File: src/rtl/mawg_audio_pkg.sv
`default_nettype none
// ============================================================================
//  Module   : mawg_audio_pkg
//  Brief    : Shared source codes, midscale constant, scheduler state type
//             and select canonicalisation helper for the audio select path.
//  Revision : 1.0 - initial release
// ============================================================================
package mawg_audio_pkg;

    localparam logic [1:0] SEL_MSG   = 2'b00;
    localparam logic [1:0] SEL_MOD   = 2'b01;
    localparam logic [1:0] SEL_DEMOD = 2'b10;

    localparam logic [7:0] MIDSCALE  = 8'h80;

    typedef enum logic [1:0] {
        PLAY     = 2'd0,
        FADE_OUT = 2'd1,
        SWITCH   = 2'd2,
        FADE_IN  = 2'd3
    } state_e;

    // Both 1x switch codes select the demodulated source.
    function automatic logic [1:0] canon_sel(input logic [1:0] raw);
        return raw[1] ? SEL_DEMOD : raw;
    endfunction

endpackage
`default_nettype wire

File: src/rtl/sel_debounce.sv
`default_nettype none
// ============================================================================
//  Module   : sel_debounce
//  Brief    : Accepts a canonical 2-bit select only after it has been held
//             unchanged long enough; the counter saturates once accepted.
//  Revision : 1.0 - initial release
// ============================================================================
module sel_debounce
    import mawg_audio_pkg::*;
#(
    parameter int DEBOUNCE_CYCLES = 1_000_000
) (
    input  logic       clk,
    input  logic       reset,
    input  logic [1:0] i_sel,
    output logic [1:0] o_req_sel
);

    localparam int CNT_W = (DEBOUNCE_CYCLES > 1) ? $clog2(DEBOUNCE_CYCLES) : 1;
    localparam logic [CNT_W-1:0] CNT_LAST = CNT_W'(DEBOUNCE_CYCLES - 1);

    logic [1:0]       cand_q, cand_d;
    logic [CNT_W-1:0] cnt_q,  cnt_d;
    logic [1:0]       req_q,  req_d;

    // Restart the stability count on any change; promote the candidate once it has held.
    always_comb begin
        cand_d = cand_q;
        cnt_d  = cnt_q;
        req_d  = req_q;
        if (i_sel != cand_q) begin
            cand_d = i_sel;
            cnt_d  = '0;
        end else if (cnt_q == CNT_LAST) begin
            req_d  = cand_q;
        end else begin
            cnt_d  = cnt_q + 1'b1;
        end
    end

    // Debounce state registers.
    always_ff @(posedge clk) begin
        if (reset) begin
            cand_q <= SEL_MSG;
            cnt_q  <= '0;
            req_q  <= SEL_MSG;
        end else begin
            cand_q <= cand_d;
            cnt_q  <= cnt_d;
            req_q  <= req_d;
        end
    end

    assign o_req_sel = req_q;

endmodule
`default_nettype wire

File: src/rtl/audio_select_ctrl.sv
`default_nettype none
// ============================================================================
//  Module   : audio_select_ctrl
//  Brief    : Click-free audio source scheduler. Debounces the source switch,
//             fades the current source out, swaps at zero gain, fades back in,
//             and emits one registered offset-binary sample.
//  Revision : 1.0 - initial release
// ============================================================================
module audio_select_ctrl
    import mawg_audio_pkg::*;
#(
    parameter int DEBOUNCE_CYCLES = 1_000_000,
    parameter int STEP_DIV        = 4096,
    parameter int GAIN_W          = 6
) (
    input  logic       clk,
    input  logic       reset,
    input  logic [1:0] sel_req,
    input  logic [7:0] src_msg,
    input  logic [7:0] src_mod,
    input  logic [7:0] src_demod,
    output logic [7:0] to_audio,
    output logic [1:0] active_sel,
    output logic       busy
);

    localparam int PRE_W = (STEP_DIV > 1) ? $clog2(STEP_DIV) : 1;
    localparam logic [PRE_W-1:0]  PRE_LAST = PRE_W'(STEP_DIV - 1);
    localparam logic [GAIN_W:0]   GMAX     = {1'b1, {GAIN_W{1'b0}}};
    localparam int                P_W      = 9 + GAIN_W + 1;

    logic [1:0]       req_sel;
    logic             tick;

    logic [PRE_W-1:0] pre_q,      pre_d;
    state_e           state_q,    state_d;
    logic [GAIN_W:0]  gain_q,     gain_d;
    logic [1:0]       active_q,   active_d;
    logic [7:0]       to_audio_q, to_audio_d;

    logic [7:0]             src_cur;
    logic signed [P_W-1:0]  d_ext;
    logic signed [P_W-1:0]  g_ext;
    logic signed [P_W-1:0]  prod;

    sel_debounce #(
        .DEBOUNCE_CYCLES (DEBOUNCE_CYCLES)
    ) u_sel_debounce (
        .clk       (clk),
        .reset     (reset),
        .i_sel     (canon_sel(sel_req)),
        .o_req_sel (req_sel)
    );

    // Free-running gain-step prescaler; tick on the terminal count.
    always_comb begin
        tick  = (pre_q == PRE_LAST);
        pre_d = tick ? '0 : pre_q + 1'b1;
    end

    // Fade sequencer: transitions use the pre-step gain, the step is applied alongside.
    always_comb begin
        state_d  = state_q;
        gain_d   = gain_q;
        active_d = active_q;
        case (state_q)
            PLAY: begin
                gain_d = GMAX;
                if (req_sel != active_q) state_d = FADE_OUT;
            end
            FADE_OUT: begin
                if (tick && (gain_q != '0)) gain_d = gain_q - 1'b1;
                if (req_sel == active_q)    state_d = FADE_IN;
                else if (gain_q == '0)      state_d = SWITCH;
            end
            SWITCH: begin
                active_d = req_sel;
                gain_d   = '0;
                state_d  = FADE_IN;
            end
            FADE_IN: begin
                if (tick && (gain_q != GMAX)) gain_d = gain_q + 1'b1;
                if (req_sel != active_q)      state_d = FADE_OUT;
                else if (gain_q == GMAX)      state_d = PLAY;
            end
            default: begin
                state_d = PLAY;
                gain_d  = GMAX;
            end
        endcase
    end

    // Gain multiply: the offset-binary MSB flip yields the signed sample directly,
    // and adding midscale back is the same MSB flip on the floored result.
    always_comb begin
        case (active_q)
            SEL_MSG: src_cur = src_msg;
            SEL_MOD: src_cur = src_mod;
            default: src_cur = src_demod;
        endcase
        d_ext      = {{(P_W-7){~src_cur[7]}}, src_cur[6:0]};
        g_ext      = {{(P_W-GAIN_W-1){1'b0}}, gain_q};
        prod       = d_ext * g_ext;
        to_audio_d = MIDSCALE + 8'(prod >>> GAIN_W);
    end

    // State, gain, routing and output sample registers.
    always_ff @(posedge clk) begin
        if (reset) begin
            pre_q      <= '0;
            state_q    <= PLAY;
            gain_q     <= GMAX;
            active_q   <= SEL_MSG;
            to_audio_q <= MIDSCALE;
        end else begin
            pre_q      <= pre_d;
            state_q    <= state_d;
            gain_q     <= gain_d;
            active_q   <= active_d;
            to_audio_q <= to_audio_d;
        end
    end

    assign to_audio   = to_audio_q;
    assign active_sel = active_q;
    assign busy       = (state_q != PLAY);

endmodule
`default_nettype wire

File: config.mk
export PLATFORM = sky130hd
export DESIGN_NAME = audio_select_ctrl
export DESIGN_NICKNAME = d
export VERILOG_FILES = /design/src/rtl/mawg_audio_pkg.sv /design/src/rtl/sel_debounce.sv /design/src/rtl/audio_select_ctrl.sv
export SDC_FILE = /design/constraint.sdc
export NUM_CORES = 1
export LEC_CHECK = 0
export ABC_AREA = 1
export CORE_MARGIN = 2
export CORE_UTILIZATION = 25
export CTS_CLUSTER_DIAMETER = 80
export DETAILED_ROUTE_END_ITERATION = 8
export GPL_ROUTABILITY_DRIVEN = 0
export HOLD_SLACK_MARGIN = 0.06
export PLACE_DENSITY = 0.46
export SYNTH_ARGS = -nofsm -noshare
export SYNTH_HDL_FRONTEND = slang
export SYNTH_SLANG_ARGS = --single-unit
File: constraint.sdc
create_clock -name clk -period 6.4 [get_ports clk]
set_clock_uncertainty 0.15 [all_clocks]
set_input_delay 0.96 -clock clk [delete_from_list [all_inputs] [get_ports clk]]
set_output_delay 0.96 -clock clk [all_outputs]
set_load 0.01 [all_outputs]
==> flow_metrics.tcl, run 1 <==
set metrics [dict create \
    slowest_delay_ns 0.56 \
    drv_slew 0 \
    reg2reg_to "to_audio[7]$_SDFF_PP1_" \
    drc_errors 0 \
    fin_ws_ns 0.920 \
    maxSlewHeadroom_pct 58.3 \
    yosys_warnings 0 \
    dp_hpwl_mm 10.0 \
    syn2layout_area_growth_pct 16.9 \
    final_antenna_net_count 0 \
    rrSetupSlack_ns 1.20 \
    use_met3_pct 1.38 \
    hold-path-endpoint "pre_q[0]$_SDFF_PP0_" \
    worst_pin_slew_ns 0.622 \
    synth_edf_count 0 \
    criticalPathCategory "in -> reg" \
    instances_no_fill 993 \
    fin_crit_ns 5.48 \
    p_total_mw 2.83 \
    yosysSeqAreaShare_pct 22.2 \
    cts_tree "built" \
    arrival_ns 5.51 \
    hold_viol_final 0 \
    p_leak_nw 2.61 \
    drive_above_1_share_pct 5.77 \
    hold_class "reg -> reg" \
    place_area_sq_mm 0.00564 \
    design.die.area_sq_mm 0.0210 \
    hp-start "pre_q[0]$_SDFF_PP0_" \
    nets 833 \
    crit_required_ns 6.43 \
    finalCritPeriodShare_pct 85.6 \
    vias 4250 \
    grt_pass1_vias 4212 \
    ys_ff_latch 55 \
    avgSynthCellArea_sq_um 7.21 \
    drt-vias-per-instance 4.28 \
    grt-busiest-layer "met2" \
    rsz0062_at_grt "no" \
    endpoint_kind "flop" \
    cts_setup_buffers 0 \
    worstHoldPathCells 1 \
    path_cells "clkdlybuf4s50_1, nand2_1, nand3_2, nor2_1, inv_1, fa_1, inv_1, fa_1, fa_1, inv_1, fa_1, inv_1, ha_1, a21oi_1, o21ai_0, a21oi_1, o21ai_0, a21oi_1, inv_1, nand2_1, nand3_1" \
    status "finished, final reports clean" \
    globalRouteMet2Util_pct 21.5 \
    cp_common_cell "inv_1" \
    antenna_found_initial 0 \
    place_inst 985 \
    mostFrequentLayoutCell "inv_1" \
    syn_area_sq_mm 0.00496 \
    cap_violations 0 \
    final_cell_mix "126 x inv_1, 111 x nand2_1, 100 x nor2_1" \
    gr-total-overflow 0 \
    place_ws_ns 0.605 \
    start_util_pct 25.5 \
    clock-root-buffer "clkbuf_16" \
    cts_max_level 2 \
    synth_ff_type "dfxtp_1" \
    peakVddDrop_mv 0.188 \
    design_area_sq_mm 0.00580 \
    track_usage_pct 12.5 \
    clock_latency_ns 0.30 \
    hold_buffers 0 \
    first_pass_iters 4 \
    drtIter0Drc 191 \
    syn-num-nets 794 \
    r2r-start "active_sel[1]$_SDFFE_PP0P_" \
    p_per_area_mw_per_mm2 489 \
    die_w_um 145 \
    grt_pass1_wl_mm 21.0 \
    cpMaxStageDelayCell "fa_1" \
    cp_max_fo 6 \
    cp-start-kind "input pin" \
    io_buffer_count 38 \
    synth-async-reset-ratio_pct 0 \
    clock-sinks 55 \
    rr_worst_depth 21 \
    clock.fmax_mhz 182 \
    clk_pin_slew_ns 0.09 \
    routedWlPerCell_um 12.3 \
    die_h_um 145 \
    syn_inst 688 \
    rows 51 \
    setup_tns_ns 0 \
    setup_violations 0 \
    pin_count 39 \
    cts_buffers 5 \
    cts_resized 0 \
    clock_tree.buffer_depth 2 \
    fp.coreArea_sq_mm 0.0195 \
    synth_cell_types 40 \
    antenna_cells 0 \
    met1_usage_pct 17.2 \
    grt_max_degree 21 \
    wl_mm 12.2 \
]
## routing by layer
| metal | share of wire [%] | wire (um) | vias to the layer above |
|---|---|---|---|
| met1 | 50 | 6110 | 1972 |
| met2 | 48 | 5850 | 27 |
| met3 | 1.5 | 184 | 4 |
| met4 | 0.47 | 57 | 0 |
| met5 | 0 | 0 | - |
| li1 | - | - | 2247 |
## area by class of cell
class                   instances  area, sq um
fillers                      2144        13700
multi-input cells             491         3310
flip-flops and latches         55         1100
inverters                     136          512
repair buffers                 38          380
well taps                     265          332
clock buffers                   5          125
clock inverters                 3         33.8
## report_power, final
group	internal, mW	switching (mW)
Combinational	0.784	1.29
Clock	0.151	0.150
Sequential	0.399	0.0594
## critical path: cells and delay by family
| kind | cells | cell delay (ns) |
|---|---|---|
| AO/OA/AOI/OAI | 5 | 0.81 |
| buffers and inverters | 6 | 0.78 |
| adder cells (fa/ha/maj) | 5 | 2.36 |
| AND/OR/NAND/NOR | 5 | 0.60 |
## kinds of logic (layout without fill, tap and decap cells)
group                    Yosys count  after routing  synth area share (%)
flip-flops                        55             55                  22.2
buffers and inverters            142            182                  11.0
AND/OR/NAND/NOR                  308            308                  28.2
adder cells (fa/ha/maj)           78             78                  25.9
AO/OA/AOI/OAI                     88             88                  9.74
XOR/XNOR                          17             17                  3.00
## how the worst max path moves through the flow
| stage | start | endpoint | cells after the start |
|---|---|---|---|
| 6_report | src_mod[7] | to_audio[7]$_SDFF_PP1_ | 21 |
| 4_1_cts | src_demod[7] | to_audio[7]$_SDFF_PP1_ | 20 |
| 3_3_place_gp | src_msg[6] | to_audio[7]$_SDFF_PP1_ | 21 |
| 2_1_floorplan | src_demod[7] | to_audio[7]$_SDFF_PP1_ | 19 |
| 5_1_grt | src_demod[7] | to_audio[7]$_SDFF_PP1_ | 20 |
| 3_5_place_dp | src_msg[6] | to_audio[7]$_SDFF_PP1_ | 21 |
## cell usage after synthesis (all sizes together) (7+ instances only)
cell	instances	area share, %
a21oi	45	4.6
dfxtp	55	22
fa	41	17
ha	37	9.3
inv	133	10
nand2	119	9.5
nand3	20	2.3
nand4	20	2.5
nor2	108	8.8
nor3	19	2.1
o21ai	26	2.6
or2	7	0.88
xnor2	9	1.6
xor2	8	1.4
## per-stage QoR
step / util [%] / hold slack, ns
final: 29.8 / 0.305
after floorplan: - / 0.268
after global routing: 29.8 / 0.338
after global placement: 29.0 / 0.286
after detailed placement: 29.0 / 0.294
after CTS: 29.8 / 0.305
## state kept, by name, indices dropped and copies added, names as in the netlist
register and cells:
pre_q 12, u_sel_debounce.o_req_sel 2, state_q 2, to_audio 8, active_sel 2, gain_q 7, u_sel_debounce.cnt_q 20, u_sel_debounce.cand_q 2
Power figures use the tool's default switching activity.
==> run 2, diff against run 1 <==
- ABC_AREA: 1 -> 0
==> run 2 against run 1 <==
Effect of this change:
- wire length fell by 13%
- utilization fell by 0.17 points
- sequential power fell by 9.8%
- die area fell by 4.2%
- synthesized cell count fell by 23%
- sequential share of layout area rose by 0.95 points
- fmax fell by 6.1%
- critical path depth fell by 2
- first-iteration DRC count fell by 31%
- largest power group unchanged
==> flow_metrics.tcl, run 2 <==
set metrics [dict create \
    clk_pin_slew_ns 0.07 \
    muxShareOfSynthArea_pct 4.72 \
    design.die.area_sq_mm 0.0201 \
    drtIter0Drc 131 \
    p_leak_nw 2.34 \
    rr_worst_depth 17 \
    vias 3524 \
    fin_ws_ns 0.564 \
    rrSetupSlack_ns 0.81 \
    die_w_um 142 \
    synth_common_cells "75 x nor2_1, 59 x inv_1, 55 x dfxtp_1, 41 x fa_1, 37 x ha_1" \
    gr-total-overflow 0 \
    fin_crit_ns 5.84 \
    synth-async-reset-ratio_pct 0 \
    finalCritPeriodShare_pct 91.2 \
    hold_class "reg -> reg" \
    hold_buffers 0 \
    syn-num-nets 638 \
    cts_max_level 2 \
    ys_ff_latch 55 \
    largest_reg_flops 20 \
    arrival_ns 5.88 \
    pin_count 39 \
    yosys_warnings 0 \
    cp-start-kind "input pin" \
    synth_cell_types 54 \
    synth_compound_area_share_pct 8.33 \
    maxSlewHeadroom_pct 28.7 \
    setup_tns_ns 0 \
    cts_buffers 5 \
    antenna_found_initial 0 \
    rsz0062_at_grt "no" \
    endpoint_kind "flop" \
    drv_slew 0 \
    endpoint "to_audio[6]$_SDFF_PP0_" \
    fin_worst_hold_slack_ns 0.316 \
    cts_setup_buffers 0 \
    nets 674 \
    final_antenna_net_count 0 \
    criticalPathCategory "in -> reg" \
    place_ws_ns 0.235 \
    crit_required_ns 6.45 \
    grt_pass1_vias 3619 \
    synth.top_cell.area_share_pct 23.2 \
    yosysSeqAreaShare_pct 23.2 \
    synth.area.top_cells "dfxtp_1 23%, fa_1 17%, ha_1 9.8%" \
    p_total_mw 1.36 \
    synthAdderAreaFrac_pct 27.1 \
    start_util_pct 25.4 \
    syn2layout_area_growth_pct 16.4 \
    status "finished, final reports clean" \
    rows 50 \
    die_h_um 142 \
    synthSimpleGateAreaFrac_pct 21.1 \
    clock-root-buffer "clkbuf_16" \
    grt_max_degree 32 \
    reg2reg_to "to_audio[6]$_SDFF_PP0_" \
    synth_most_common_cell "nor2_1" \
    clock_tree.buffer_depth 2 \
    mostFrequentLayoutCell "nor2_1" \
    hold_viol_final 0 \
    cpLargestDelayFamily "adder cells" \
    worst_pin_slew_ns 1.07 \
    synth_edf_count 0 \
    cpMaxStageDelayCell "fa_1" \
    crit_buf_inv 5 \
    synth_top_cell_by_area "dfxtp_1" \
    peakVddDrop_mv 0.106 \
    drc_errors 0 \
    grt_pass1_wl_mm 17.9 \
    synthXorXnorAreaFrac_pct 8.49 \
    worst-path-stages 19 \
    final_cell_mix "75 x nor2_1, 59 x inv_1, 55 x dfxtp_1" \
    clock-sinks 55 \
    regMostFlops "u_sel_debounce.cnt_q" \
    wl_mm 10.6 \
    clock.fmax_mhz 171 \
    first_pass_iters 4 \
    cp_max_fo 7 \
    setup_violations 0 \
    r2r-start "active_sel[0]$_SDFFE_PP0P_" \
    routedWlPerCell_um 13.3 \
    track_usage_pct 11.2 \
    synth_top_family_by_area "adder cells" \
    antenna_cells 0 \
    drt-vias-per-instance 4.39 \
    syn_inst 532 \
    io_buffer_count 38 \
    worstSetupStartpoint "src_mod[3]" \
    syn_area_sq_mm 0.00474 \
    synth_ff_type "dfxtp_1" \
    p_per_area_mw_per_mm2 246 \
    cts_resized 0 \
    drive_above_1_share_pct 4.75 \
    slowest_delay_ns 0.55 \
    cts_tree "built" \
    fp.coreArea_sq_mm 0.0186 \
    avgSynthCellArea_sq_um 8.92 \
    cap_violations 0 \
    dp_hpwl_mm 8.48 \
    path_cells "clkdlybuf4s50_1, mux2i_1, nor2_1, a21oi_1, nor2b_1, fa_1, inv_1, fa_1, inv_1, fa_1, inv_1, fa_1, inv_1, ha_1, a21boi_0, nor2_1, a21oi_2, a311oi_1, mux2_1" \
    clock_latency_ns 0.31 \
]
## run 2: final cells by class
| class | instances | area (sq um) |
|---|---|---|
| clock buffers | 5 | 125 |
| clock inverters | 3 | 33.8 |
| fillers | 1962 | 13100 |
| inverters | 60 | 225 |
| multi-input cells | 401 | 3310 |
| flip-flops and latches | 55 | 1100 |
| well taps | 234 | 293 |
| repair buffers | 45 | 433 |
## run 2: stage by stage
step,cells,area [sq um],util [%]
floorplan,532,4740,-
global placement,795,5360,28.8
detailed placement,795,5360,28.8
CTS,803,5520,29.6
global route,803,5520,29.6
finish,803,5520,29.6
## run 2: worst min path at each step
stage                         from                   to  slack [ns]  cells after the start
5_1_grt        pre_q[0]$_SDFF_PP0_  pre_q[0]$_SDFF_PP0_        0.34                      1
3_5_place_dp   pre_q[0]$_SDFF_PP0_  pre_q[0]$_SDFF_PP0_        0.30                      1
3_3_place_gp   pre_q[0]$_SDFF_PP0_  pre_q[0]$_SDFF_PP0_        0.30                      1
2_1_floorplan  pre_q[0]$_SDFF_PP0_  pre_q[0]$_SDFF_PP0_        0.28                      1
4_1_cts        pre_q[0]$_SDFF_PP0_  pre_q[0]$_SDFF_PP0_        0.33                      1
6_report       pre_q[0]$_SDFF_PP0_  pre_q[0]$_SDFF_PP0_        0.32                      1
## run 2: logic make-up after synthesis
logic type | after synthesis
flops | 55
buf+inv | 76
fa+ha+maj | 78
simple gates | 195
xor+xnor | 46
mux | 22
compound gates | 60
## run 2: metal layers
layer	wire length [um]	GRT usage [%]
met5	0	0
met1	5300	14.7
met2	4830	18.6
met4	154	3.16
met3	356	2.43
## run 2: worst reg2reg max path: cells and delay by family (launching register included)
| kind | cells | cell delay [ns] |
|---|---|---|
| adder cells (fa/ha/maj) | 5 | 2.33 |
| buffers and inverters | 3 | 0.35 |
| AND/OR/NAND/NOR | 2 | 0.19 |
| multiplexers | 2 | 0.74 |
| flip-flops | 1 | 0.60 |
| AO/OA/AOI/OAI | 5 | 1.14 |
## run 2: where the power goes
| part | internal (mW) | total [mW] | switching [mW] |
|---|---|---|---|
| clock | 0.151 | 0.300 | 0.149 |
| combinational | 0.299 | 0.645 | 0.346 |
| sequential | 0.378 | 0.413 | 0.0348 |
| total | 0.828 | 1.36 | 0.529 |
